[config.mk]
export PLATFORM = sky130hd
export DESIGN_NAME = mesh_term_rx
export DESIGN_NICKNAME = d
export VERILOG_FILES = /design/src/rtl/mesh_pkg.sv /design/src/rtl/mesh_term_fifo.sv /design/src/rtl/mesh_term_rx.sv
export SDC_FILE = /design/constraint.sdc
export NUM_CORES = 1
export LEC_CHECK = 0
export CAP_MARGIN = 20
export CORE_MARGIN = 2
export CORE_UTILIZATION = 42
export DETAILED_ROUTE_END_ITERATION = 8
export GPL_ROUTABILITY_DRIVEN = 0
export GPL_TIMING_DRIVEN = 0
export HOLD_SLACK_MARGIN = 0.02
export PLACE_DENSITY = 0.64
export SYNTH_ARGS = -nofsm -noshare
export SYNTH_HDL_FRONTEND = slang
export SYNTH_SLANG_ARGS = --single-unit
[constraint.sdc]
create_clock -name clk -period 2.65 [get_ports clk]
set_input_delay 0.6625 -clock clk [delete_from_list [all_inputs] [get_ports clk]]
set_output_delay 0.6625 -clock clk [all_outputs]
set_load 0.01 [all_outputs]
[src/rtl/mesh_pkg.sv]
// Shared definitions for the mesh terminal receiver: header field
// extraction, receive FSM states and the default broadcast destination.
// Header layout, MSB first: Nxtjp[7:0], row[3:0], colum[3:0], mode.
package mesh_pkg;

  localparam int unsigned NXTJP_W = 8;
  localparam int unsigned ROW_W   = 4;
  localparam int unsigned COL_W   = 4;
  localparam int unsigned HDR_W   = NXTJP_W + ROW_W + COL_W + 1;
  localparam int unsigned PKT_MAX = 128;

  localparam logic [7:0] BDCST_DEFAULT = 8'hFF;

  typedef enum logic [1:0] {
    IDLE  = 2'd0,
    POP   = 2'd1,
    CHECK = 2'd2
  } rx_state_e;

  // Field helpers take the top HDR_W bits of a packet.
  function automatic logic [ROW_W-1:0] get_row(input logic [HDR_W-1:0] hdr);
    return hdr[HDR_W-NXTJP_W-1 -: ROW_W];
  endfunction

  function automatic logic [COL_W-1:0] get_col(input logic [HDR_W-1:0] hdr);
    return hdr[HDR_W-NXTJP_W-ROW_W-1 -: COL_W];
  endfunction

  function automatic logic get_mode(input logic [HDR_W-1:0] hdr);
    return hdr[0];
  endfunction

  // Payload is everything below the header; sz is the packet width.
  function automatic logic [PKT_MAX-1:0] get_payload(input logic [PKT_MAX-1:0] pkt,
                                                     input int unsigned sz);
    logic [PKT_MAX-1:0] mask;
    mask = (PKT_MAX'(1) << (sz - HDR_W)) - PKT_MAX'(1);
    return pkt & mask;
  endfunction

endpackage

[src/rtl/mesh_term_fifo.sv]
// Synchronous packet FIFO with a show-ahead head.
// Ports: clk, reset (async active-low), push/push_data (write),
//        pop (read head), pop_data (head entry), full, empty, count.
module mesh_term_fifo #(
  parameter int unsigned W     = 40,
  parameter int unsigned DEPTH = 4
) (
  input  logic                         clk,
  input  logic                         reset,
  input  logic                         push,
  input  logic [W-1:0]                 push_data,
  input  logic                         pop,
  output logic [W-1:0]                 pop_data,
  output logic                         full,
  output logic                         empty,
  output logic [$clog2(DEPTH+1)-1:0]   count
);

  localparam int unsigned AW = $clog2(DEPTH);
  localparam int unsigned CW = $clog2(DEPTH+1);

  logic [W-1:0]  mem [DEPTH];
  logic [AW-1:0] wr_ptr;
  logic [AW-1:0] rd_ptr;
  logic          do_push;
  logic          do_pop;

  assign full     = (count == CW'(DEPTH));
  assign empty    = (count == '0);
  assign pop_data = mem[rd_ptr];

  // A push on a full FIFO is only taken when the head leaves the same cycle.
  assign do_pop  = pop && !empty;
  assign do_push = push && (!full || do_pop);

  // Storage and pointers; pointers wrap at DEPTH so any depth works.
  always_ff @(posedge clk or negedge reset) begin
    if (!reset) begin
      for (int i = 0; i < int'(DEPTH); i++) mem[i] <= '0;
      wr_ptr <= '0;
      rd_ptr <= '0;
      count  <= '0;
    end else begin
      if (do_push) begin
        mem[wr_ptr] <= push_data;
        wr_ptr      <= (wr_ptr == AW'(DEPTH-1)) ? '0 : wr_ptr + AW'(1);
      end
      if (do_pop) begin
        rd_ptr <= (rd_ptr == AW'(DEPTH-1)) ? '0 : rd_ptr + AW'(1);
      end
      case ({do_push, do_pop})
        2'b10:   count <= count + CW'(1);
        2'b01:   count <= count - CW'(1);
        default: count <= count;
      endcase
    end
  end

endmodule

[src/rtl/mesh_term_rx.sv]
// Terminal-side receiver for one mesh router output port.
// Pops packets on pndng/data_out, keeps those addressed to {MY_ROW,MY_COL}
// or broadcast, drops and counts the rest, and queues kept packets for a
// valid/ready consumer.
// Ports: clk, reset (async active-low), pndng, data_out, pop,
//        out_valid, out_data, out_ready, rx_count, err_count, busy.
module mesh_term_rx
  import mesh_pkg::*;
#(
  parameter int unsigned ROWS       = 4,
  parameter int unsigned COLUMS     = 4,
  parameter int unsigned pckg_sz    = 40,
  parameter int unsigned fifo_depth = 4,
  parameter logic [7:0]  bdcst      = BDCST_DEFAULT,
  parameter int unsigned MY_ROW     = 2,
  parameter int unsigned MY_COL     = 0,
  parameter int unsigned CNT_W      = 16
) (
  input  logic               clk,
  input  logic               reset,
  input  logic               pndng,
  input  logic [pckg_sz-1:0] data_out,
  output logic               pop,
  output logic               out_valid,
  output logic [pckg_sz-1:0] out_data,
  input  logic               out_ready,
  output logic [CNT_W-1:0]   rx_count,
  output logic [CNT_W-1:0]   err_count,
  output logic               busy
);

  localparam int unsigned CW = $clog2(fifo_depth+1);
  localparam logic [7:0]  MY_ID = {4'(MY_ROW), 4'(MY_COL)};

  rx_state_e          state_q;
  rx_state_e          state_d;
  logic [pckg_sz-1:0] hold_q;
  logic [HDR_W-1:0]   hdr;
  logic [7:0]         dest;
  logic               dest_ok;
  logic               accept;
  logic               reject;
  logic               fifo_full;
  logic               fifo_empty;
  logic [CW-1:0]      fifo_count;

  assign hdr     = hold_q[pckg_sz-1 -: HDR_W];
  assign dest    = {get_row(hdr), get_col(hdr)};
  assign dest_ok = (dest == MY_ID) || (dest == bdcst);

  // State register.
  always_ff @(posedge clk or negedge reset) begin
    if (!reset) state_q <= IDLE;
    else        state_q <= state_d;
  end

  // Next state. pndng is stale in CHECK, so only IDLE looks at it.
  always_comb begin
    state_d = state_q;
    case (state_q)
      IDLE:    if (pndng && !fifo_full) state_d = POP;
      POP:     state_d = CHECK;
      CHECK:   state_d = IDLE;
      default: state_d = IDLE;
    endcase
  end

  // Outputs decoded from the state register.
  always_comb begin
    pop    = 1'b0;
    busy   = 1'b0;
    accept = 1'b0;
    reject = 1'b0;
    pop    = (state_q == POP);
    busy   = (state_q != IDLE);
    accept = (state_q == CHECK) && dest_ok;
    reject = (state_q == CHECK) && !dest_ok;
  end

  // Packet latch and saturating statistics.
  always_ff @(posedge clk or negedge reset) begin
    if (!reset) begin
      hold_q    <= '0;
      rx_count  <= '0;
      err_count <= '0;
    end else begin
      if (state_q == POP) hold_q <= data_out;
      if (accept && (rx_count != '1))  rx_count  <= rx_count + CNT_W'(1);
      if (reject && (err_count != '1)) err_count <= err_count + CNT_W'(1);
    end
  end

  mesh_term_fifo #(
    .W     (pckg_sz),
    .DEPTH (fifo_depth)
  ) u_fifo (
    .clk       (clk),
    .reset     (reset),
    .push      (accept),
    .push_data (hold_q),
    .pop       (out_ready),
    .pop_data  (out_data),
    .full      (fifo_full),
    .empty     (fifo_empty),
    .count     (fifo_count)
  );

  assign out_valid = !fifo_empty;

`ifndef SYNTHESIS
  a_pop_pndng: assert property (@(posedge clk) disable iff (!reset) pop |-> pndng);
  a_pop_gap:   assert property (@(posedge clk) disable iff (!reset) pop |=> !pop);
  a_count:     assert property (@(posedge clk) disable iff (!reset)
                                fifo_count <= CW'(fifo_depth));
  a_params:    assert property (@(posedge clk)
                                (MY_ROW < ROWS + 2) && (MY_COL < COLUMS + 2) && (fifo_depth >= 2));
`endif

endmodule
## After elaboration in Yosys (flattened, before gate mapping)

Cells that the tools add are included.

| word-level totals | value |
|---|---|
| bits in registers | 241 |
| input bits | 44 |
| output and inout port bits | 75 |
| logic and storage cells | 62 |

| operators by class | value |
|---|---|
| add/subtract/negate cells | 6 |
| order comparisons | 3 |
| equal/unequal tests | 12 |
| muxes and demuxes | 11 |
| bitwise operators | 2 |
| reduce and logical (&&, ||, !) cells | 17 |

Operator list:

| operator | number |
|---|---|
| $bwmux 160 | 1 |
| $mux 40 | 3 |
| $bmux 40 s2 | 1 |
| $demux 40 s2 | 1 |
| $add 16x1->16 const B | 2 |
| $ne 16x16->1 const B | 2 |
| $eq 2x2->1 const B | 4 |
| $eq 8x6->1 const B | 1 |
| $eq 8x8->1 const B | 1 |
| $logic_and 1x1->1 | 8 |
| $ge 3x3->1 const B | 2 |
| $mux 2 | 3 |
| $not 2->3 | 2 |
| $pmux 3 s2 | 1 |
| $add 2x1->2 const B | 2 |
| $eq 2x1->1 const B | 2 |
| $pmux 2 s2 | 1 |
| $reduce_bool 2->1 | 2 |
| $add 3x1->3 const B | 1 |
| $eq 3x3->1 const B | 1 |
| $logic_not 1->1 | 3 |
| $logic_not 3->1 | 1 |
| $lt 3x1->1 const B | 1 |
| $sub 3x1->3 const B | 1 |
| 3 further kinds | 4 |

## Logic depth before layout (Yosys ltp)

| logic depth | value |
|---|---|
| depth after elaboration | 7 |
| gate-level depth with buffers | 9 |
| depth with buffers taken out | 8 |

## Hierarchy

A second synthesis with hierarchy kept.

| unflattened totals | value |
|---|---|
| cell total of the unflattened synthesis | 681 |
| area total of the unflattened synthesis | 10610.2 sq um |

Modules (own cells, without submodules):

| module | instances | cells each | area each (sq um) | sequential area each (sq um) |
|---|---|---|---|---|
| mesh_term_fifo | 1 | 430 | 7393.3 | 4179.0 |
| mesh_term_rx | 1 | 251 | 3216.8 | 1851.8 |

## Least setup slack after synthesis

OpenSTA, ideal clock, no wires.

| path | value |
|---|---|
| path type | reg2reg |
| start point | reg hold_q[28] |
| end point | reg u_fifo.count[2] |
| library setup time | 0.080 ns |
| arrival time | 2.128 ns |
| required time | 2.570 ns |
| path slack | 0.442 ns |
| cell stages (with the launch flop) | 10 |
| path buffers | 1 |
| clock period less this slack | 2.208 ns |
| cells stage by stage | dfrtp_1 > nor4b_2 > nand2_2 > a21oi_4 > buf_4 > nor2_1 > fa_1 > and2_1 > a22oi_1 > xnor2_1 |

| between the ends | value |
|---|---|
| word-level cells in the longest chain between the ends | 6 |

Ends and longest elaborated chain:

| item | line | text |
|---|---|---|
| start: declaration | mesh_term_rx.sv:37 | `logic [pckg_sz-1:0] hold_q;` |
| start signal: assignment | mesh_term_rx.sv:87 | `if (state_q == POP) hold_q <= data_out;` |
| $eq 8x6->1 or $eq 8x8->1 (tied branches) | mesh_term_rx.sv:49 | `assign dest_ok = (dest == MY_ID) \|\| (dest == bdcst);` |
| $logic_or 1x1->1 (*) | mesh_term_rx.sv:49 |  |
| $logic_and 1x1->1 (*) | mesh_term_rx.sv:76 | `accept = (state_q == CHECK) && dest_ok;` |
| $logic_and 1x1->1 (*) | mesh_term_fifo.sv:34 | `assign do_push = push && (!full \|\| do_pop);` |
| $eq 2x1->1 or $eq 2x2->1 (tied branches) | mesh_term_fifo.sv:51 | `case ({do_push, do_pop})` |
| $pmux 3 s2 or $reduce_bool 2->1 (tied branches) | - |  |
| end signal: assignment | mesh_term_fifo.sv:52 | `2'b10: count <= count + CW'(1);` |
| end signal: assignment | mesh_term_fifo.sv:53 | `2'b01: count <= count - CW'(1);` |
| end signal: assignment | mesh_term_fifo.sv:54 | `default: count <= count;` |
| end: declaration | mesh_term_fifo.sv:16 | `output logic [$clog2(DEPTH+1)-1:0] count` |

Mark *: on every way between the ends. The rest lies on a longest branch, timed or not.
A chain may end at the register's enable or synchronous reset.

## Worst setup path in the final report

| path | value |
|---|---|
| start point | reg u_fifo.rd_ptr[0] |
| end point | out out_data[30] |

| between the ends | value |
|---|---|
| word-level cells in the longest chain between the ends | 4 |

Ends and longest elaborated chain:

| item | line | text |
|---|---|---|
| start: declaration | mesh_term_fifo.sv:24 | `logic [AW-1:0] rd_ptr;` |
| start signal: assignment | mesh_term_fifo.sv:49 | `rd_ptr <= (rd_ptr == AW'(DEPTH-1)) ? '0 : rd_ptr + AW'(1);` |
| $not 2->3 (implied by the code) | mesh_term_fifo.sv:30 | `assign pop_data = mem[rd_ptr];` |
| $bmux 40 s2 | mesh_term_fifo.sv:30 |  |
| $mux 40 (implied by the code) (2 in series) | mesh_term_fifo.sv:30 |  |
| end: declaration | mesh_term_rx.sv:25 | `output logic [pckg_sz-1:0] out_data,` |

Every way passes these cells. The select of a mux whose other input is x is not followed.

==> results.json <==
{
  "fin_cells": 1188,
  "cp_max_fo": 5,
  "timing.slew.headroom": 0.420,
  "dpl.hpwl_um": 15600,
  "hold_buffers": 0,
  "avgRoutedWirePerCell_um": 20.1,
  "p_seq_frac": 0.420,
  "core_region_area_mm2": 0.0253,
  "root_buffer": "clkbuf_16",
  "diodes": 0,
  "fin_ws_ps": -66.1,
  "initial_utilization": 0.429,
  "crit_path_start_kind": "flop",
  "htree_levels": 1,
  "syn_area_mm2": 0.0109,
  "grt_pass1_wl_um": 38800,
  "status": "finished, violations left",
  "finalSetupViolations": 21,
  "syn_nets": 730,
  "maxCapViolations": 0,
  "share_comb_of_total_power": 0.264,
  "max_freq_mhz": 368,
  "post-route-drc-count": 0,
  "grt_pass1_vias": 6954,
  "yosys.cell_types.count": 49,
  "antenna_found_initial": 0,
  "switching_share": 0.284,
  "rows": 58,
  "routed_wl_um": 23900,
  "clkSlewWorstSetupHoldPaths_ps": 60,
  "crit_chain": "buf_12 -> buf_12 -> buf_12 -> mux4_2 -> buf_6",
  "overflow": 0,
  "crit_arrival_ps": 2050,
  "clockPowerShare": 0.316,
  "vdd_drop_max_mv": 0.561,
  "rsz0062_at_grt": "true",
  "cts_buffer_depth": 3,
  "synthCells": 678,
  "fin_crit_sh": 1.02,
  "cp_common_cell": "buf_12",
  "place_inst": 1127,
  "synth_area_per_cell_um2": 16.0,
  "slowest_stage": "dfrtp_4",
  "chipWidth_um": 165,
  "worstPathRequired_ps": 1990,
  "hp-class": "input pin to async pin",
  "worst_setup_path_end_kind": "primary output",
  "final_core_util": 0.539,
  "report.final.slew_viol_count": 0,
  "p_per_area_mw_per_mm2": 853,
  "ys_warn_count": 0,
  "ios": 119,
  "cts_tree": "yes",
  "min_period_ps": 2720,
  "worstMarginPinSlew_ps": 871,
  "track_usage": 0.183,
  "synth-edff-count": 0,
  "synthArstFlopShare": 1.00,
  "whs_ps": 170,
  "hold_violations": 0,
  "path_buf_inv": 4,
  "ys.flop_type": "dfrtp_1",
  "ys_seq_area_frac": 0.555,
  "die_h_um": 165,
  "reg2reg_depth": 9,
  "cp_top_family": "buffers and inverters",
  "p_int_w": 0.00833,
  "p_sw_w": 0.00331,
  "grt_max_degree": 130,
  "cts.sinks": 241,
  "path_class": "flop to primary output",
  "drt-pass1-iter-count": 4,
  "drive_gt1_frac": 0.416,
  "violations": "negative setup slack",
  "die-area_mm2": 0.0272,
  "leakage_nw": 6.78,
  "viasPerCell": 5.29,
  "ant_nets": 0,
  "skew_ps": 12.7,
  "drt_iter0_markers": 285,
  "io_buffers": 118,
  "nNetsFinal": 892,
  "cts-buffers-inserted": 27,
  "dp_slack_ps": -268,
  "critical_path_depth": 5,
  "syn_to_final_growth_pct": 25.6,
  "vias": 6286,
  "ys_ff_latch": 241,
  "slowest_delay_ps": 510,
  "clk_latency_ps": 530,
  "fin_total_pwr_w": 0.0116
}
==> final timing paths <==
check / start / endpoint / slack [ps]
setup / recovery: u_fifo.rd_ptr[0] / out_data[30] / -70
hold / removal: reset / u_fifo.mem[132] / 170
setup reg to reg: hold_q[28] / u_fifo.count[2] / 250
hold reg to reg: u_fifo.mem[29] / u_fifo.mem[29] / 470
max in group asynchronous: reset / u_fifo.rd_ptr[0] / 1280
min in group clk: u_fifo.mem[29] / u_fifo.mem[29] / 470
==> per-layer routing <==
metal / share of wire / vias up / track usage / routed length [um]
met4: 0.014 / 0 / 0.0403 / 335
met2: 0.49 / 148 / 0.311 / 11800
met5: 0 / - / 0 / 0
met3: 0.053 / 21 / 0.0344 / 1270
met1: 0.44 / 3313 / 0.246 / 10600
li1: - / 2804 / - / -
==> cell families after synthesis <==
kind of cell,count (synthesis),synth area share
compound gates,42,0.0372
simple gates,100,0.0580
fa+ha+maj,8,0.00990
mux,216,0.290
xor+xnor,28,0.0226
buf+inv,43,0.0274
flops,241,0.555
==> synthesized netlist by cell type, types with 4 or more instances <==
cell | instances | area, um2
a21o_1 | 29 | 218
and3_1 | 10 | 62.6
buf_1 | 4 | 15.0
buf_2 | 10 | 50.1
buf_6 | 16 | 180
clkbuf_1 | 4 | 15.0
dfrtp_1 | 241 | 6030
ha_1 | 7 | 87.6
inv_1 | 8 | 30.0
mux2_1 | 10 | 113
mux2_2 | 96 | 1080
mux2_4 | 69 | 1040
mux4_2 | 40 | 901
nand2_1 | 12 | 45.0
nand2b_1 | 6 | 37.5
nand3_1 | 18 | 90.1
nand4_1 | 17 | 106
nor2_1 | 11 | 41.3
o211ai_4 | 4 | 85.1
xnor2_1 | 27 | 236
==> layout make-up <==
cell class	instances	area [um2]
timing repair buffer	135	1390
multi-input combinational	394	4540
buffer	33	370
fill	1997	11700
sequential	241	6030
tap	330	413
clock buffer	38	787
inverter	8	30.0
clock inverter	9	95.1
==> sequential cells by signal, summed over array words and instances (netlist names) <==
register / count
rx_count: 16
u_fifo.rd_ptr: 2
u_fifo.mem: 160
state_q: 2
u_fifo.count: 3
u_fifo.wr_ptr: 2
err_count: 16
hold_q: 40
==> power by group through the flow <==
stage,sequential (W),clock [W],combinational (W)
6_report,0.00488,0.00368,0.00307
5_1_grt,0.00499,0.00393,0.00327
4_1_cts,0.00489,0.00377,0.00299
3_5_place_dp,0.00493,0,0.00262
3_3_place_gp,0.00485,0,0.00253
2_1_floorplan,0.00477,0,0.00176
==> cell usage in the layout, fill, tap and decap left out, types with 3 or more instances in the layout <==
| master | count |
|---|---|
| clkbuf_8 | 8 |
| ha_1 | 7 |
| buf_4 | 9 |
| clkinv_2 | 7 |
| o211ai_4 | 4 |
| clkbuf_16 | 28 |
| mux2_1 | 10 |
| mux2_4 | 69 |
| and2_1 | 3 |
| dfrtp_1 | 240 |
| dlygate4sd2_1 | 5 |
| nand2_1 | 12 |
| nor2_1 | 11 |
| and4_1 | 3 |
| inv_1 | 8 |
| nand3_1 | 18 |
| and3_1 | 10 |
| nor2b_1 | 3 |
| nand4_1 | 17 |
| buf_12 | 9 |
| buf_6 | 43 |
| clkdlybuf4s50_1 | 76 |
| buf_2 | 19 |
| mux4_2 | 40 |
| a21o_1 | 29 |
| clkbuf_1 | 4 |
| nand2b_1 | 6 |
| xnor2_1 | 27 |
| mux2_2 | 96 |
| o21ai_0 | 3 |
==> timing repair <==
action | 4_1_cts | 5_1_grt
gates cloned | 1 | 0
pin swaps | 0 | 1
endpoints found under the setup margin | 41 | 21
gates resized for setup | 190 | 21
setup buffers | 8 | 7
==> metrics by stage <==
stage | area [um2] | TNS [ps]
floorplan | 10900 | 0
global placement | 12500 | -2071300
detailed placement | 12500 | -7540
CTS | 13500 | -953
global route | 13700 | -1610
finish | 13700 | -698
(Power assumes the default switching activity.)
